[src/rtl/reg_status_ctrl.sv]
// Register status / rename controller: per-register busy+tag scoreboard between
// dispatch, ROB commit and the architectural register file, with flush recovery.
module reg_status_ctrl #(
  parameter int NUM_REGS   = 32,
  parameter int ADDR_WIDTH = 5,
  parameter int TAG_WIDTH  = 5,
  parameter int DATA_WIDTH = 32
) (
  input  logic                  clk,
  input  logic                  rst,
  input  logic                  issue_valid,
  output logic                  issue_ready,
  input  logic [ADDR_WIDTH-1:0] issue_rd,
  input  logic [TAG_WIDTH-1:0]  issue_tag,
  input  logic [ADDR_WIDTH-1:0] rs1_addr,
  input  logic [ADDR_WIDTH-1:0] rs2_addr,
  output logic                  rs1_busy,
  output logic [TAG_WIDTH-1:0]  rs1_tag,
  output logic [DATA_WIDTH-1:0] rs1_data,
  output logic                  rs2_busy,
  output logic [TAG_WIDTH-1:0]  rs2_tag,
  output logic [DATA_WIDTH-1:0] rs2_data,
  input  logic                  commit_valid,
  input  logic [ADDR_WIDTH-1:0] commit_rd,
  input  logic [TAG_WIDTH-1:0]  commit_tag,
  input  logic [DATA_WIDTH-1:0] commit_data,
  input  logic                  flush,
  output logic [ADDR_WIDTH-1:0] rf_read_addr1,
  output logic [ADDR_WIDTH-1:0] rf_read_addr2,
  input  logic [DATA_WIDTH-1:0] rf_read_data1,
  input  logic [DATA_WIDTH-1:0] rf_read_data2,
  output logic                  rf_write_enable,
  output logic [ADDR_WIDTH-1:0] rf_write_addr,
  output logic [DATA_WIDTH-1:0] rf_write_data
);

  typedef enum logic {RUN, RECOVER} state_t;

  typedef struct packed {
    logic                  busy;
    logic [TAG_WIDTH-1:0]  tag;
    logic [DATA_WIDTH-1:0] data;
  } operand_t;

  state_t                state, state_next;
  logic [NUM_REGS-1:0]   busy;
  logic [TAG_WIDTH-1:0]  tag [NUM_REGS];
  logic                  issue_fire;
  operand_t              op1, op2;

  assign issue_ready = (state == RUN) && !flush;
  assign issue_fire  = issue_valid && issue_ready;

  assign rf_write_enable = commit_valid && (commit_rd != '0);
  assign rf_write_addr   = commit_rd;
  assign rf_write_data   = commit_data;
  assign rf_read_addr1   = rs1_addr;
  assign rf_read_addr2   = rs2_addr;

  // NOTE: sequential state uses non-blocking (<=) so every flop samples pre-edge values.
  always_ff @(posedge clk or posedge rst) begin
    if (rst) state <= RECOVER;
    else     state <= state_next;
  end

  // NOTE: assign a default before any branch so the combinational block cannot infer a latch.
  always_comb begin
    state_next = state;
    case (state)
      RUN:     if (flush) state_next = RECOVER;
      RECOVER: state_next = flush ? RECOVER : RUN;
      default: state_next = RECOVER;
    endcase
  end

  // NOTE: the status table is small and must start clean, so it is reset like ordinary flops.
  always_ff @(posedge clk or posedge rst) begin
    if (rst) begin
      busy <= '0;
      for (int i = 0; i < NUM_REGS; i++) tag[i] <= '0;
    end else if (flush) begin
      busy <= '0;
    end else begin
      if (commit_valid && busy[commit_rd] && (tag[commit_rd] == commit_tag))
        busy[commit_rd] <= 1'b0;
      // Later assignment wins, so an issue to the committing rd keeps it busy.
      if (issue_fire && (issue_rd != '0)) begin
        busy[issue_rd] <= 1'b1;
        tag[issue_rd]  <= issue_tag;
      end
    end
  end

  function automatic operand_t lookup(
    input logic [ADDR_WIDTH-1:0] addr,
    input logic                  busy_bit,
    input logic [TAG_WIDTH-1:0]  tag_val,
    input logic [DATA_WIDTH-1:0] rf_data
  );
    operand_t r;
    r.busy = 1'b0;
    r.tag  = '0;
    r.data = rf_data;
    if (addr == '0) begin
      r.data = '0;
    end else if (busy_bit) begin
      if (commit_valid && (commit_rd == addr) && (commit_tag == tag_val)) begin
        r.data = commit_data;
      end else begin
        r.busy = 1'b1;
        r.tag  = tag_val;
      end
    end
    return r;
  endfunction

  always_comb begin
    op1 = lookup(rs1_addr, busy[rs1_addr], tag[rs1_addr], rf_read_data1);
    op2 = lookup(rs2_addr, busy[rs2_addr], tag[rs2_addr], rf_read_data2);
  end

  assign rs1_busy = op1.busy;
  assign rs1_tag  = op1.tag;
  assign rs1_data = op1.data;
  assign rs2_busy = op2.busy;
  assign rs2_tag  = op2.tag;
  assign rs2_data = op2.data;

endmodule

[config.mk]
export PLATFORM = sky130hd
export DESIGN_NAME = reg_status_ctrl
export DESIGN_NICKNAME = d
export VERILOG_FILES = /design/src/rtl/reg_status_ctrl.sv
export SDC_FILE = /design/constraint.sdc
export NUM_CORES = 1
export LEC_CHECK = 0
export ABC_AREA = 0
export CORE_ASPECT_RATIO = 0.8
export CORE_MARGIN = 4
export CORE_UTILIZATION = 30
export CTS_BUF_LIST = sky130_fd_sc_hd__clkbuf_8
export CTS_CLUSTER_DIAMETER = 200
export DETAILED_ROUTE_END_ITERATION = 7
export GPL_TIMING_DRIVEN = 0
export PLACE_DENSITY = 0.61
export SLEW_MARGIN = 20
export SYNTH_ARGS = -nofsm -noshare
export SYNTH_HDL_FRONTEND = slang
export SYNTH_SLANG_ARGS = --single-unit
[constraint.sdc]
create_clock -name clk -period 10.7 [get_ports clk]
set_input_delay 1.605 -clock clk [delete_from_list [all_inputs] [get_ports clk]]
set_output_delay 1.605 -clock clk [all_outputs]
set_load 0.005 [all_outputs]
# [After elaboration in Yosys (flattened, before gate mapping)]
# Index checks and enable logic that the tools add are counted.
[classes] magnitude_cmp=11 bitwise=9 eq_ne=5 muxes=37 reduce_logical=19
[op_table] cell="$mux 32" n=8
[op_table] cell="$bwmux 160" n=1
[op_table] cell="$mux 38" n=2
[op_table] cell="$bmux 5 s5" n=3
[op_table] cell="$mux 5" n=7
[op_table] cell="$and 32x32->32" n=1
[op_table] cell="$not 32->32" n=1
[op_table] cell="$or 32x32->32" n=1
[op_table] cell="$demux 5 s5" n=1
[op_table] cell="$eq 5x5->1" n=5
[op_table] cell="$ge 6x6->1 const B" n=4
[op_table] cell="$lt 5x6->1 const B" n=4
[op_table] cell="$mux 6" n=4
[op_table] cell="$not 5->6" n=4
[op_table] cell="$bmux 1 s5" n=3
[op_table] cell="$logic_and 1x1->1" n=13
[op_table] cell="$demux 1 s5" n=2
[op_table] cell="$ge 5x1->1 const B" n=2
[op_table] cell="$logic_not 5->1" n=2
[op_table] cell="$reduce_bool 5->1" n=2
[op_table] cell="$lt 6x1->1 const B" n=1
[op_table] cell="$mux 1" n=6
[op_table] cell="$not 1->1" n=2
[op_table] cell="$reduce_and 2->1" n=1
[op_table] cell="$logic_not 1->1" n=1
[totals] reg_bits=193 elab_cells=115

# [Logic depth before layout (Yosys ltp)]
[logic_depth] word_depth=11 depth_mapped=13 depth_no_buf=8

# [Worst setup path after synthesis]
# Ideal clock, no wire load.
[synth_timing] path_kind="input to output" start="input rs1_addr[1]" end="output rs1_data[10]" t_required_ns=9.095 stages=11 arrival_ns=4.063 path_slack_ns=5.032 cell_sequence="buf_2 > buf_4 > nor3b_1 > a221o_1 > a31oi_1 > a22o_1 > xor2_1 > nand4_2 > nor4_4 > buf_6 > mux2i_1"
[synth_via] elab_chain_len=9
[synth_lines] item="start, declared" line_no="15" source="input logic [ADDR_WIDTH-1:0] rs1_addr,"
[synth_lines] item="$not 5->6 (implied by the code)" line_no="118" source="op1 = lookup(rs1_addr, busy[rs1_addr], tag[rs1_addr], rf_read_data1);"
[synth_lines] item="$bmux 5 s5" line_no="118"
[synth_lines] item="$mux 5 (implied by the code) (2 in series)" line_no="118"
[synth_lines] item="$eq 5x5->1" line_no="107" source="if (commit_valid && (commit_rd == addr) && (commit_tag == tag_val)) begin"
[synth_lines] item="$logic_and 1x1->1" line_no="107"
[synth_lines] item="$mux 32" line_no="107"
[synth_lines] item="$mux 38" line_no="106" source="end else if (busy_bit) begin"
[synth_lines] item="$mux 32 *" line_no="104" source="if (addr == '0) begin"
[synth_lines] item="end, declared" line_no="19" source="output logic [DATA_WIDTH-1:0] rs1_data,"
# Mark *: on every way between the ends. The rest lies on a longest branch, timed or not. The select of a mux whose other input is x is not followed.

# [Final worst setup path]
[layout_timing] start="input rs1_addr[2]" end="output rs1_data[6]"
# The elaborated chain is that of the path after synthesis.

==> run_results.csv <==
group,metric,value,unit
job,drv_cap,0,
timing,worst_slew_pin_slew,1220,ps
placed_design,dp_cells,2167,
pwr,switchingPower,0.585,mW
placed_design,io_buffers,243,
pwr,ir_worst_vdd,0.0820,mV
critical_path,timing.rr.start,"tag[35]",
cts,root_buffer,"clkbuf_8",
timing,max_freq,0.117,GHz
timing,setup_tns,0,ps
critical_path,critPathRequiredTime,9100,ps
timing,finalHoldViolCount,0,
hold_path,hold_path_class,"register to register",
floorplan,boundaryPins,256,
floorplan,die_area,51000,µm²
synthesis,postSynthAreaPerCell,11.0,µm²
timing,finClkSkew,20.0,ps
detailed_routing,avgViaCountPerCell,5.88,
critical_path,cp_num_buf_inv,5,
synthesis,synthesis.nets,1426,
cts,post_cts_buffers,0,
final_layout,seq_area,4830,µm²
detailed_routing,wl_per_cell,29.1,µm
cts,insertion_delay,510,ps
global_route,overflow,0,
timing,setup_viol,0,
critical_path,worstPathMaxFanout,10,
synthesis,synthArstFlopShare,1.00,
timing,rsz0062_at_grt,"no",
pwr,powerDensity,106,nW/µm²
critical_path,crit_top_cell,"clkdlybuf4s50_1",
floorplan,num_rows,71,
global_route,track_usage,0.244,
pwr,p_sw_frac,0.307,
global_route,grt_pass1_wl,91.4,mm
detailed_routing,wl,64.0,mm
synthesis,yosysTopAreaCell,"dfrtp_1",
pwr,power.leakage,7.60,nW
pwr,combinationalPowerShare,0.256,
placed_design,dp_hpwl,47.3,mm
synthesis,synth_area_leaders,"dfrtp_1 (34%), mux4_2 (15%), mux2_2 (13%)",
detailed_routing,dr.pass1.iters,5,
timing,slew_violations,0,
detailed_routing,dr.first_iter.drc_count,1665,
timing,period_needed,8520,ps
critical_path,crit_path_end_kind,"output port",
pwr,pwr-share-seq,0.436,
detailed_routing,route.detailed.drc,0,
cts,tritoncts,"yes",
global_route,antenna_found_initial,1,
pwr,clkPwrFrac,0.308,
floorplan,core_area,47000,µm²
cts,cts_buffer_depth,2,
critical_path,path_class,"primary input to output port",
critical_path,crit_arrival,6910,ps
outcome,status,"completed",
synthesis,synth_top_cell_area_share,0.338,
critical_path,slowest_stage,"buf_1",
synthesis,synth_warnings,0,
timing,maxSlewHeadroom,0.181,
timing,period_share,0.796,
cts,cts_num_sinks,193,
global_route,grt_pass1_vias,12600,
cts,clk_pin_slew,100,ps
cts,cts_hold_buf,0,
detailed_routing,antenna_left,0,
synthesis,syn_inst,1295,
synthesis,synth_edf_count,0,
critical_path,critPathMaxStageDelay,870,ps
pwr,finalPower,1.91,mW
synthesis,netlist-cell-type-count,66,
final_layout,multiInputGateArea,8480,µm²
cts,htree_levels,4,
cts,cts_resized,0,
detailed_routing,vias,12900,
critical_path,start_kind,"primary input",
final_layout,diodes,0,
final_layout,final_nets,1697,
synthesis,ys_seq_area_frac,0.339,
critical_path,crit_family,"buffers and inverters",
synthesis,synth_area,14200,µm²
cts,numCtsBuffers,17,
final_layout,drive_above_1_share,0.260,
final_layout,area_delta_synth_final,27.0,%
hold_path,min_from,"tag[156]",
floorplan,start_util,0.303,
global_route,grt_max_degree,101,
synthesis,synthFlopType,"dfrtp_1",
placed_design,gp_congestion,0.976,
final_layout,fill_cells,4597,
pwr,p_int,1.32,mW
synthesis,yosys.cell_count.top_type,"dfrtp_1",
synthesis,synth-seq-cells,193,
critical_path,critPathLaunch,"rs1_addr[2]",
floorplan,die_width,252,µm
synthesis,synth_commonest_cells,"dfrtp_1 (192), mux2_2 (162), mux2i_1 (121), nand2_1 (107), mux4_2 (94)",
floorplan,die_h,203,µm
critical_path,path_cells,"clkdlybuf4s50_1 -> buf_2 -> buf_1 -> nor2b_1 -> a22oi_1 -> a22o_1 -> xor2_1 -> nand4_2 -> nor4_4 -> buf_6 -> mux2i_1 -> clkdlybuf4s50_1",
final_layout,layout.cells.non_filler,2199,
==> layout make-up <==
class,instances,area share
clock buffers,17,0.0129
plain buffers,168,0.0525
well taps,620,0.0429
repair buffers,252,0.140
inverters,10,0.00249
flip-flops and latches,193,0.267
clock inverters,15,0.0132
multi-input cells,924,0.469
==> metrics by stage <==
step                utilization  cell area (µm²)  setup slack, ps  hold WS, ps
floorplan                     -            14200             3840          462
global placement          0.371            17400             1120          488
detailed placement        0.374            17600             2340          497
CTS                       0.385            18100             2340          518
global route              0.385            18100             2130          564
finish                    0.385            18100             2180          522
==> power groups by stage <==
stage	Combinational, mW	Clock, mW	Sequential [mW]
6_report	0.487	0.588	0.832
5_1_grt	0.515	0.614	0.838
4_1_cts	0.479	0.589	0.828
3_5_place_dp	0.476	0	0.842
3_3_place_gp	0.468	0	0.839
2_1_floorplan	0.277	0	0.822
==> worst paths after layout <==
path	slack, ps	depth (start not counted)	end
max	2180	12	rs1_data[6]
min	520	1	tag[156]
max reg2reg	7700	8	busy[8]
min reg2reg	520	1	tag[156]
max in group asynchronous	8120	3	tag[125]
min in group asynchronous	1600	2	tag[152]
==> cell usage in the layout (no fill, tap or decap), types with 23 or more instances in the layout <==
master / synthesis / layout
mux4_2: 94 / 94
nand2_1: 107 / 107
clkbuf_1: 70 / 70
buf_4: 57 / 63
nand3_1: 39 / 39
a22oi_1: 60 / 60
o21ai_1: 53 / 53
clkdlybuf4s50_1: 0 / 243
a21oi_1: 78 / 78
nor2_1: 37 / 36
mux2i_1: 121 / 121
mux2_2: 162 / 162
dfrtp_1: 192 / 192
buf_2: 22 / 23
==> sequential cells by signal, summed over array words and instances (netlist names) <==
signal	cells
state	1
busy	32
tag	160
==> logic make-up after synthesis <==
logic type / Yosys count / share of synthesized area
mux: 386 / 0.372
simple gates: 276 / 0.0996
compound gates: 238 / 0.105
flops: 193 / 0.339
buf+inv: 178 / 0.0693
xor+xnor: 24 / 0.0148
==> per-layer routing <==
metal / global-route usage / up-vias / share of wire
li1: - / 5379 / -
met1: 0.341 / 6610 / 0.42
met2: 0.342 / 789 / 0.42
met3: 0.0973 / 148 / 0.12
met4: 0.0879 / 2 / 0.041
met5: 0 / - / 0.00020
Power figures use the tool's default switching activity.
